`config.mk`:
```
export PLATFORM = sky130hd
export DESIGN_NAME = rop_req_unpacker
export DESIGN_NICKNAME = d
export VERILOG_FILES = /design/src/rtl/rop_req_unpacker.sv
export SDC_FILE = /design/constraint.sdc
export NUM_CORES = 1
export LEC_CHECK = 0
export CORE_MARGIN = 8
export CORE_UTILIZATION = 41
export DETAILED_ROUTE_END_ITERATION = 16
export PLACE_DENSITY = 0.83
export SYNTH_ARGS = -nofsm -noshare
export SYNTH_HDL_FRONTEND = slang
export SYNTH_SLANG_ARGS = --single-unit
```
`constraint.sdc`:
```
create_clock -name clk -period 7.6 [get_ports clk]
set_input_delay 1.9 -clock clk [delete_from_list [all_inputs] [get_ports clk]]
set_output_delay 1.9 -clock clk [all_outputs]
set_load 0.005 [all_outputs]
```
`src/rtl/rop_req_unpacker.sv`:
```
// Serializes one warp-wide ROP request entry into single-fragment requests,
// one per active lane in ascending lane order, with overlap on the final lane.
module rop_req_unpacker #(
    parameter int NUM_LANES  = 4,
    parameter int DIM_BITS   = 16,
    parameter int DEPTH_BITS = 24,
    parameter int LANE_BITS  = (NUM_LANES > 1) ? $clog2(NUM_LANES) : 1
) (
    input  logic                           clk,
    input  logic                           reset_n,
    input  logic                           in_valid,
    input  logic [NUM_LANES-1:0]           in_tmask,
    input  logic [NUM_LANES*DIM_BITS-1:0]  in_pos_x,
    input  logic [NUM_LANES*DIM_BITS-1:0]  in_pos_y,
    input  logic [NUM_LANES*32-1:0]        in_color,
    input  logic [NUM_LANES*DEPTH_BITS-1:0] in_depth,
    input  logic [NUM_LANES-1:0]           in_backface,
    output logic                           in_ready,
    output logic                           out_valid,
    output logic [LANE_BITS-1:0]           out_lane,
    output logic [DIM_BITS-1:0]            out_pos_x,
    output logic [DIM_BITS-1:0]            out_pos_y,
    output logic [31:0]                    out_color,
    output logic [DEPTH_BITS-1:0]          out_depth,
    output logic                           out_backface,
    output logic                           out_last,
    input  logic                           out_ready,
    output logic                           busy
);

    localparam logic [0:0] S_IDLE  = 1'b0;
    localparam logic [0:0] S_DRAIN = 1'b1;

    logic [0:0]           state_q, state_d;
    logic [NUM_LANES-1:0] pending_q, pending_d;
    logic                 alive_q;

    logic [DIM_BITS-1:0]   lane_x   [NUM_LANES];
    logic [DIM_BITS-1:0]   lane_y   [NUM_LANES];
    logic [31:0]           lane_c   [NUM_LANES];
    logic [DEPTH_BITS-1:0] lane_z   [NUM_LANES];

    logic [DIM_BITS-1:0]   pos_x_q  [NUM_LANES];
    logic [DIM_BITS-1:0]   pos_y_q  [NUM_LANES];
    logic [31:0]           color_q  [NUM_LANES];
    logic [DEPTH_BITS-1:0] depth_q  [NUM_LANES];
    logic [NUM_LANES-1:0]  backface_q;

    logic [LANE_BITS-1:0] cur_lane;
    logic                 one_left;
    logic                 out_fire;
    logic                 in_fire;

    // Entry buffer has no reset: its contents only matter once pending is loaded.
    for (genvar gi = 0; gi < NUM_LANES; gi++) begin : g_lane
        assign lane_x[gi] = in_pos_x[gi*DIM_BITS +: DIM_BITS];
        assign lane_y[gi] = in_pos_y[gi*DIM_BITS +: DIM_BITS];
        assign lane_c[gi] = in_color[gi*32 +: 32];
        assign lane_z[gi] = in_depth[gi*DEPTH_BITS +: DEPTH_BITS];

        always_ff @(posedge clk) begin
            if (in_fire) begin
                pos_x_q[gi]    <= lane_x[gi];
                pos_y_q[gi]    <= lane_y[gi];
                color_q[gi]    <= lane_c[gi];
                depth_q[gi]    <= lane_z[gi];
                backface_q[gi] <= in_backface[gi];
            end
        end
    end

    // Lowest pending lane wins: scan downward so the last match is the lowest.
    always_comb begin
        cur_lane = '0;
        for (int i = NUM_LANES - 1; i >= 0; i--) begin
            if (pending_q[i]) begin
                cur_lane = LANE_BITS'(i);
            end
        end
    end

    assign one_left  = (pending_q != '0) &&
                       ((pending_q & (pending_q - NUM_LANES'(1))) == '0);
    assign out_valid = (state_q == S_DRAIN);
    assign busy      = out_valid;
    assign out_last  = out_valid && one_left;
    assign out_fire  = out_valid && out_ready;
    assign in_ready  = (state_q == S_IDLE) ? alive_q : (out_fire && one_left);
    assign in_fire   = in_valid && in_ready;

    assign out_lane     = cur_lane;
    assign out_pos_x    = pos_x_q[cur_lane];
    assign out_pos_y    = pos_y_q[cur_lane];
    assign out_color    = color_q[cur_lane];
    assign out_depth    = depth_q[cur_lane];
    assign out_backface = backface_q[cur_lane];

    always_comb begin
        state_d   = state_q;
        pending_d = pending_q;
        if (in_fire) begin
            pending_d = in_tmask;
            state_d   = (in_tmask != '0) ? S_DRAIN : S_IDLE;
        end else if (out_fire) begin
            pending_d = pending_q & ~(NUM_LANES'(1) << cur_lane);
            if (one_left) begin
                state_d = S_IDLE;
            end
        end
    end

    // alive_q keeps in_ready low until the first edge after reset release.
    always_ff @(posedge clk or negedge reset_n) begin
        if (!reset_n) begin
            state_q   <= S_IDLE;
            pending_q <= '0;
            alive_q   <= 1'b0;
        end else begin
            state_q   <= state_d;
            pending_q <= pending_d;
            alive_q   <= 1'b1;
        end
    end

endmodule

```
==> impl_metrics.toml <==
[layout]
final_common_cell = "clkdlybuf4s50_1"
final_nets = 1536
layout-drive-gt1-share_pct = 5.67
final_util_pct = 60.2
design_area_um2 = 19500
final_cell_mix = "clkdlybuf4s50_1 (458), edfxtp_1 (356), mux2i_1 (89), a22oi_1 (89), o21ai_1 (89)"
area.growth.synth_to_final_pct = 45.4

[sta]
period_minus_slack_ns = 5.41
rsz0062_at_grt = "no"
worstMarginPinSlew_ns = 1.24
period_share_pct = 71.1
drv_slew = 0
hold_viol = 0
finalHoldWorstSlack_ns = 0.651
tns_ns = 0
fmax_ghz = 0.185
setup_viol = 0
relSlewSlack_pct = 17.1
clock_skew_ns = 0.0185

[outcome]
outcome = "finished, final reports clean"

[power_and_ir_drop]
power.density_nw_per_um2 = 376
ir_drop_uv = 336
leakagePower_nw = 6.50

[yosys]
synth_fa_ha_area_share_pct = 0
ys_seq_elements = 362
synthSimpleGateAreaFrac_pct = 0.933
synth_warnings = 0
synth_top_family_by_area = "compound AO/OA/AOI/OAI gates"
ys_types = 34
yosys.area_share.xor_xnor_pct = 0.0653
synthCells = 708
syn-num-nets = 1072
synthMuxAreaShare_pct = 6.64
synth_compound_area_share_pct = 9.15
syn-cell-area_um2 = 13400
ys_seq_area_share_pct = 80.9
syn_avg_cell_area_um2 = 18.9

[setup_path]
endpoint_kind = "output pin"
critical_path_class = "reg -> out"
crit_path_max_fanout = 49
arrival_ns = 3.51
cp.required_ns = 5.70
cp-start-kind = "register"

[placement]
routabilityCongestion = 0.853
place_area_um2 = 18400
dp_hpwl_um = 26400
io_buffers = 458

[clocking]
root_buffer = "clkbuf_16"
htreeDepth = 2
cts_buffers = 38
post_cts_buffers = 0
cts.sinks = 362
clk_pin_slew_worst_paths_ns = 0.06
cts_resized = 0
clock_path_buffers = 3
cts.hold.buffers_added = 0
clock_latency_ns = 0.51
cts_tree = "done"

[drt]
drtPass1Iterations = 5
final_antenna_net_count = 0
vias = 8431
vias_per_cell = 5.13
drt-total-wl_um = 37600
drc = 0
avgRoutedWirePerCell_um = 22.9
drt_iter0_drc = 537

[hold_path]
hp-class = "reg -> reg"

[grt]
antenna_found_initial = 1
top_usage_layer = "met2"
grt.total_usage_pct = 18.5
grt_util_met3_pct = 6.09
overflow = 0
use_met2_pct = 32.4
grt_pass1_vias = 9055
grt_pass1_wl_um = 54400
gr-usage-met1_pct = 20.7
grt_start_max_net_pins = 216

[floorplan]
io-pin-count = 459
die_h_um = 197
die_w_um = 197
start_util_pct = 41.4
core_area_um2 = 32400
die_area_um2 = 38700
rows = 66

[flow_run]
max_cap_violations = 0
cell families after synthesis:
group                     after synthesis
other                                   1
muxes                                  89
AOI/OAI and AO/OA                     192
xor gates and xnor gates                1
and+or+nand+nor                        19
buffers and inverters                  44
DFF                                   362
cell type report:
class	count	area [µm²]
inverter	2	7.51
sequential	362	10800
multi-input combinational	302	2290
fill	2384	12900
antenna	2	5.00
tap	442	553
clock buffer	44	995
timing repair buffer	466	4670
clock inverter	23	136
cell usage after synthesis, drive strengths merged:
master   instances  area (µm²)
dfrtp            6         150
a22oi           89         668
o22ai            2        12.5
or4              1        7.51
clkbuf          20        75.1
nand2            8        30.0
nor3             1        16.3
nor2b            1        6.26
o2111ai          1        8.76
buf             22         230
edfxtp         356       10700
o21ai           91         455
conb             1        3.75
o21a             1        7.51
a21boi           1        18.8
nand2b           1        13.8
nor4             1        6.26
and2             3        21.3
xor2             1        8.76
nor2             1        6.26
a32o             1        10.0
a22o             1        8.76
inv              2        7.51
a21oi            3        18.8
mux2i           89         891
o2bb2ai          1        8.76
nor4b            2        17.5
a211o            1        8.76
critical path: stages, from the launching register on:
cell and delay (ns):
dfrtp_1 0.54, nor2_2 0.25, and2_4 0.60, buf_4 0.59, a22oi_1 0.17, o21ai_1 0.20, clkdlybuf4s50_1 0.56
power breakdown:
| part | internal [W] | total (W) | leakage, nW | switching [W] |
|---|---|---|---|---|
| logic | 0.00142 | 0.00282 | 2.57 | 0.00140 |
| registers | 0.00268 | 0.00281 | 3.37 | 0.000128 |
| clock network | 0.000970 | 0.00169 | 0.558 | 0.000720 |
worst paths after layout:
kind                         startpoint              to  slack [ns]  cells past startpoint
max reg2reg                pending_q[0]  pos_y_q[3][11]        4.43                      4
max                        pending_q[0]   out_color[15]        2.19                      6
min                                busy            busy        0.65                      1
min in group asynchronous       reset_n    pending_q[2]        1.63                      1
min reg2reg                        busy            busy        0.65                      1
max in group asynchronous       reset_n    pending_q[0]        5.74                      1
flip-flops by register name, summed over array words and instances (netlist names):
register    flops
color_q       128
depth_q        96
pos_x_q        64
pos_y_q        64
backface_q      4
pending_q       4
alive_q         1
busy            1
metrics by stage:
stage	power, W	cells	setup WS, ns
floorplan	0.00430	708	-1.33
detailed placement	0.00569	1574	2.41
finish	0.00732	1643	2.19
global placement	0.00561	1574	2.43
CTS	0.00741	1641	2.13
global route	0.00766	1642	1.99
layer usage:
metal  vias up  share of wire, %
li1       3810                 -
met1      4117                35
met2       429                52
met3        75               9.9
met4         0               3.5
met5         -                 0
Power figures use the tool's default switching activity.
